## src/rtl/axi_rd_arbiter_pkg.sv

```systemverilog
// Shared types and constants for the two-port AXI read arbiter.
package axi_rd_arbiter_pkg;

  typedef enum logic [1:0] {
    StIdle = 2'd0,
    StAr   = 2'd1,
    StR    = 2'd2
  } state_e;

  localparam logic [2:0] SIZE_WORD  = 3'b010;
  localparam logic [1:0] BURST_INCR = 2'b01;

  localparam logic OWN_INST = 1'b0;
  localparam logic OWN_DATA = 1'b1;

  // Clear the in-line offset bits so a cached refill starts at the line base.
  function automatic logic [31:0] line_align(input logic [31:0] addr,
                                             input int unsigned line_bytes);
    return addr & ~(line_bytes[31:0] - 32'd1);
  endfunction

endpackage

```

## src/rtl/axi_rd_grant.sv

```systemverilog
// Two-request grant selector. Fixed data-over-inst priority by default;
// AXI_RD_ARB_RR_EN enables round-robin with a one-bit last-grant register.
module axi_rd_grant
  import axi_rd_arbiter_pkg::*;
(
  input  logic clk_i,
  input  logic rst_ni,
  input  logic inst_req_i,
  input  logic data_req_i,
  input  logic take_i,
  output logic valid_o,
  output logic owner_o
);

  assign valid_o = inst_req_i | data_req_i;

`ifdef AXI_RD_ARB_RR_EN
  logic last_q;

  // On a tie the port that did not win last time goes first.
  always_comb begin
    owner_o = data_req_i ? OWN_DATA : OWN_INST;
    if (inst_req_i && data_req_i) begin
      owner_o = ~last_q;
    end
  end

  always_ff @(posedge clk_i or negedge rst_ni) begin
    if (!rst_ni) begin
      last_q <= OWN_INST;
    end else if (take_i) begin
      last_q <= owner_o;
    end
  end
`else
  logic unused_grant;
  assign unused_grant = ^{clk_i, rst_ni, take_i, inst_req_i};

  always_comb begin
    owner_o = data_req_i ? OWN_DATA : OWN_INST;
  end
`endif

endmodule

```

## src/rtl/axi_rd_arbiter.sv

```systemverilog
// Shares one AXI read channel between inst and data cache refill ports,
// one burst at a time. Optional round-robin via AXI_RD_ARB_RR_EN.
module axi_rd_arbiter
  import axi_rd_arbiter_pkg::*;
#(
  parameter int unsigned LINE_WORDS = 8,
  parameter logic [3:0]  INST_ID    = 4'd0,
  parameter logic [3:0]  DATA_ID    = 4'd1
) (
  input  logic        cpu_clk_50M,
  input  logic        cpu_rst_n,
  input  logic        inst_req,
  input  logic [31:0] inst_addr,
  input  logic        inst_uncached,
  output logic        inst_addr_ok,
  output logic        inst_beat_ok,
  output logic        inst_data_ok,
  output logic [31:0] inst_rdata,
  input  logic        data_req,
  input  logic [31:0] data_addr,
  input  logic        data_uncached,
  output logic        data_addr_ok,
  output logic        data_beat_ok,
  output logic        data_data_ok,
  output logic [31:0] data_rdata,
  output logic [3:0]  arid,
  output logic [31:0] araddr,
  output logic [7:0]  arlen,
  output logic [2:0]  arsize,
  output logic [1:0]  arburst,
  output logic        arlock,
  output logic [3:0]  arcache,
  output logic [2:0]  arprot,
  output logic        arvalid,
  input  logic        arready,
  input  logic [3:0]  rid,
  input  logic [31:0] rdata,
  input  logic [1:0]  rresp,
  input  logic        rlast,
  input  logic        rvalid,
  output logic        rready
);

  localparam int unsigned LineBytes = LINE_WORDS * 4;

  state_e      state_q;
  logic        owner_q;
  logic [31:0] araddr_q;
  logic [7:0]  arlen_q;
  logic [3:0]  arid_q;
  logic        arvalid_q;
  logic        rready_q;

  logic        gnt_valid;
  logic        gnt_owner;
  logic        take;
  logic [31:0] sel_addr;
  logic        sel_unc;

  logic unused_rbus;
  assign unused_rbus = ^{rid, rresp};

  assign take = (state_q == StIdle) && gnt_valid;

  axi_rd_grant u_grant (
    .clk_i      (cpu_clk_50M),
    .rst_ni     (cpu_rst_n),
    .inst_req_i (inst_req),
    .data_req_i (data_req),
    .take_i     (take),
    .valid_o    (gnt_valid),
    .owner_o    (gnt_owner)
  );

  assign sel_addr = (gnt_owner == OWN_DATA) ? data_addr : inst_addr;
  assign sel_unc  = (gnt_owner == OWN_DATA) ? data_uncached : inst_uncached;

  always_ff @(posedge cpu_clk_50M or negedge cpu_rst_n) begin
    if (!cpu_rst_n) begin
      state_q   <= StIdle;
      owner_q   <= OWN_INST;
      araddr_q  <= 32'd0;
      arlen_q   <= 8'd0;
      arid_q    <= 4'd0;
      arvalid_q <= 1'b0;
      rready_q  <= 1'b0;
    end else begin
      unique case (state_q)
        StIdle: begin
          if (gnt_valid) begin
            owner_q   <= gnt_owner;
            araddr_q  <= sel_unc ? sel_addr : line_align(sel_addr, LineBytes);
            arlen_q   <= sel_unc ? 8'd0 : 8'(LINE_WORDS - 1);
            arid_q    <= (gnt_owner == OWN_DATA) ? DATA_ID : INST_ID;
            arvalid_q <= 1'b1;
            state_q   <= StAr;
          end
        end
        StAr: begin
          if (arready) begin
            arvalid_q <= 1'b0;
            rready_q  <= 1'b1;
            state_q   <= StR;
          end
        end
        StR: begin
          // rlast alone terminates the burst; beat count is not tracked.
          if (rvalid && rlast) begin
            rready_q <= 1'b0;
            state_q  <= StIdle;
          end
        end
        default: begin
          arvalid_q <= 1'b0;
          rready_q  <= 1'b0;
          state_q   <= StIdle;
        end
      endcase
    end
  end

  logic addr_hs;
  logic beat;

  assign addr_hs = arvalid_q && arready;
  assign beat    = (state_q == StR) && rvalid;

  assign inst_addr_ok = addr_hs && (owner_q == OWN_INST);
  assign data_addr_ok = addr_hs && (owner_q == OWN_DATA);
  assign inst_beat_ok = beat && (owner_q == OWN_INST);
  assign data_beat_ok = beat && (owner_q == OWN_DATA);
  assign inst_data_ok = inst_beat_ok && rlast;
  assign data_data_ok = data_beat_ok && rlast;
  assign inst_rdata   = inst_beat_ok ? rdata : 32'd0;
  assign data_rdata   = data_beat_ok ? rdata : 32'd0;

  assign arid    = arid_q;
  assign araddr  = araddr_q;
  assign arlen   = arlen_q;
  assign arvalid = arvalid_q;
  assign rready  = rready_q;
  assign arsize  = SIZE_WORD;
  assign arburst = BURST_INCR;
  assign arlock  = 1'b0;
  assign arcache = 4'd0;
  assign arprot  = 3'd0;

endmodule
```

## config.mk

```make
export PLATFORM = sky130hd
export DESIGN_NAME = axi_rd_arbiter
export DESIGN_NICKNAME = d
export VERILOG_FILES = /design/src/rtl/axi_rd_arbiter_pkg.sv /design/src/rtl/axi_rd_grant.sv /design/src/rtl/axi_rd_arbiter.sv
export SDC_FILE = /design/constraint.sdc
export NUM_CORES = 1
export LEC_CHECK = 0
export CORE_ASPECT_RATIO = 0.6
export CORE_MARGIN = 5
export CORE_UTILIZATION = 33
export DETAILED_ROUTE_END_ITERATION = 6
export GPL_ROUTABILITY_DRIVEN = 0
export PLACE_DENSITY = 0.92
export SLEW_MARGIN = 15
export SYNTH_ARGS = -nofsm -noshare
export SYNTH_HDL_FRONTEND = slang
export SYNTH_SLANG_ARGS = --single-unit
```

## constraint.sdc

```tcl
create_clock -name cpu_clk_50M -period 3.9 [get_ports cpu_clk_50M]
set_input_delay 0.78 -clock cpu_clk_50M [delete_from_list [all_inputs] [get_ports cpu_clk_50M]]
set_output_delay 0.78 -clock cpu_clk_50M [all_outputs]
set_load 0.05 [all_outputs]
```

==> impl_metrics.json <==
{
  "fin_worst_skew_ps": 3.44,
  "synth_top_area_frac": 0.378,
  "yosysWarnings": 0,
  "clk_pin_slew_ps": 50,
  "cts_hold_buf": 0,
  "crit_start": "rvalid",
  "die_h_um": 77.6,
  "power_leakage_nw": 2.09,
  "switching_share": 0.486,
  "fp.coreArea_sq_um": 7330,
  "post-route-period-util": 0.809,
  "vias": 2392,
  "seq_power_share": 0.227,
  "antenna_found_initial": 0,
  "fin_cells": 544,
  "nets": 550,
  "max_freq_ghz": 0.317,
  "syn_area_sq_um": 2510,
  "ys_types": 26,
  "dp.cells": 536,
  "crit_fanout": 3,
  "drc": 0,
  "grt_max_degree": 39,
  "finalMaxSlewViolations": 0,
  "drt_first_pass_iters": 4,
  "synth_top_area_cell": "dfrtp_1",
  "layout_common_cells": "clkdlybuf4s50_1, buf_4, and2_1",
  "grt.total_usage": 0.176,
  "num_io_pins": 240,
  "setup_viol": 0,
  "timing.rr.start": "state_q[1]",
  "grt-ovfl-total": 0,
  "finalInstanceArea_sq_um": 4590,
  "ys_seq_area_frac": 0.378,
  "nFillCells": 608,
  "grt_pass1_vias": 2454,
  "wl_um": 8790,
  "outcome": "completed",
  "clockBufferDepth": 2,
  "ant_nets": 0,
  "period_minus_slack_ps": 3160,
  "worstSkewPairLatency_ps": 270,
  "wire_per_inst_um": 16.1,
  "clock-sinks": 38,
  "ir_drop_v": 0.000499,
  "drive_above_1_share": 0.298,
  "dieArea_sq_um": 9520,
  "worst_slew_pin_slew_ps": 844,
  "drtIter0Drc": 90,
  "cp.required_ps": 3120,
  "hold_viol": 0,
  "p_int_mw": 1.62,
  "max-slew-margin-rel": 0.437,
  "max_cap_violations": 0,
  "crit_type": "in -> out",
  "setup_tns_ps": 0,
  "postCtsSetupBuffers": 0,
  "fp.dieW_um": 123,
  "powerDensity_nw_per_um2": 686,
  "h-tree-depth": 2,
  "final_common_cell": "clkdlybuf4s50_1",
  "rows": 24,
  "avgViaCountPerCell": 4.40,
  "rr_worst_depth": 4,
  "grt_pass1_wl_um": 13400,
  "place_hpwl_um": 7210,
  "cts.repair.resized": 0,
  "endpoint": "inst_beat_ok",
  "clockPowerShare": 0.142,
  "critPathCaptureType": "output pin",
  "ys_top_cells_by_area": "dfrtp_1, mux2_2, and2_1",
  "cts_tree": "yes",
  "area_delta_synth_final_pct": 82.5,
  "place_area_sq_um": 4430,
  "start_util": 0.343,
  "synth-seq-cells": 38,
  "cts_buffers": 5,
  "reg2reg_slack_ps": 2210,
  "avgSynthCellArea_sq_um": 10.7,
  "io_buffers": 212,
  "switchingPower_mw": 1.53,
  "crit_path_start_kind": "input port",
  "r2r-end": "araddr[13]",
  "power_frac_comb": 0.631,
  "hp-class": "reg -> reg",
  "arrival_ps": 2380,
  "antenna_cells": 0,
  "synthCells": 234,
  "rsz0062_at_grt": "no",
  "cts-root-buf": "clkbuf_16"
}
==> logic make-up (layout without fill, tap and decap cells) <==
| logic type | count (synthesis) | count (layout) | synth area share |
|---|---|---|---|
| other | 2 | 21 | 0.00299 |
| flip-flops | 38 | 38 | 0.378 |
| AO/OA/AOI/OAI | 14 | 14 | 0.0423 |
| multiplexers | 59 | 59 | 0.268 |
| buffers and inverters | 38 | 225 | 0.106 |
| AND/OR/NAND/NOR | 83 | 83 | 0.202 |
==> synthesized netlist by cell type, drive strengths merged <==
cell     number
inv           1
o21ai         5
and3b         1
buf          36
o2bb2ai       5
a22o          1
and4b         1
and4bb        1
nand2         9
and2         67
dfrtp        38
a21boi        1
and3          1
mux2         54
conb          2
a21oi         2
clkbuf        1
mux2i         5
nor2          3
==> worst min path at each step <==
stage                     startpoint   endpoint  slack, ps  cells past startpoint
final                      araddr[4]  araddr[4]        480                      1
after global routing       araddr[5]  araddr[5]        510                      1
after CTS                  araddr[3]  araddr[3]        490                      1
after detailed placement   araddr[3]  araddr[3]        470                      1
after global placement     araddr[4]  araddr[4]        470                      1
after floorplan            cpu_rst_n  araddr[0]        480                      0
==> power groups by stage <==
stage	clock network [mW]	logic, mW	registers (mW)
after floorplan	0	0.742	1.32
after global placement	0	1.99	0.705
after detailed placement	0	2.00	0.718
after CTS	0.462	2.01	0.716
after global routing	0.483	2.08	0.743
final	0.447	1.99	0.714
==> state kept, by name, indices dropped and copies added (netlist names) <==
| signal | cells |
|---|---|
| araddr | 32 |
| owner_q | 1 |
| state_q | 2 |
| rready | 1 |
| arvalid | 1 |
| arlen | 1 |
==> layer usage <==
metal	global-route usage	share of wire	vias up	wire, um
met3	0.0494	0.064	2	563
met4	0.0168	0.0017	0	15
met2	0.313	0.51	75	4500
met5	0	0	-	0
li1	-	-	1146	-
met1	0.221	0.42	1169	3710
==> worst max-delay path, stage by stage <==
cell and delay (ps):
clkdlybuf4s50_1 520, and4bb_2 270, clkdlybuf4s50_1 810
==> area by class of cell <==
class,count,area (sq um),area share
Clock inverter,1,30.0,0.00654
Multi-Input combinational cell,177,1370,0.298
Clock buffer,7,133,0.0289
Sequential cell,38,951,0.207
Inverter,1,3.75,0.000818
Tap cell,104,130,0.0284
Timing Repair Buffer,216,1970,0.430
==> metrics by stage <==
stage | hold slack, ps | worst slack (ps) | util | power, mW
4_1_cts | 492 | 739 | 0.626 | 3.19
2_1_floorplan | 484 | 1290 | - | 2.06
3_3_place_gp | 472 | 756 | 0.604 | 2.69
6_report | 485 | 743 | 0.626 | 3.15
5_1_grt | 509 | 709 | 0.626 | 3.30
3_5_place_dp | 474 | 743 | 0.604 | 2.72
(Power assumes the default switching activity.)
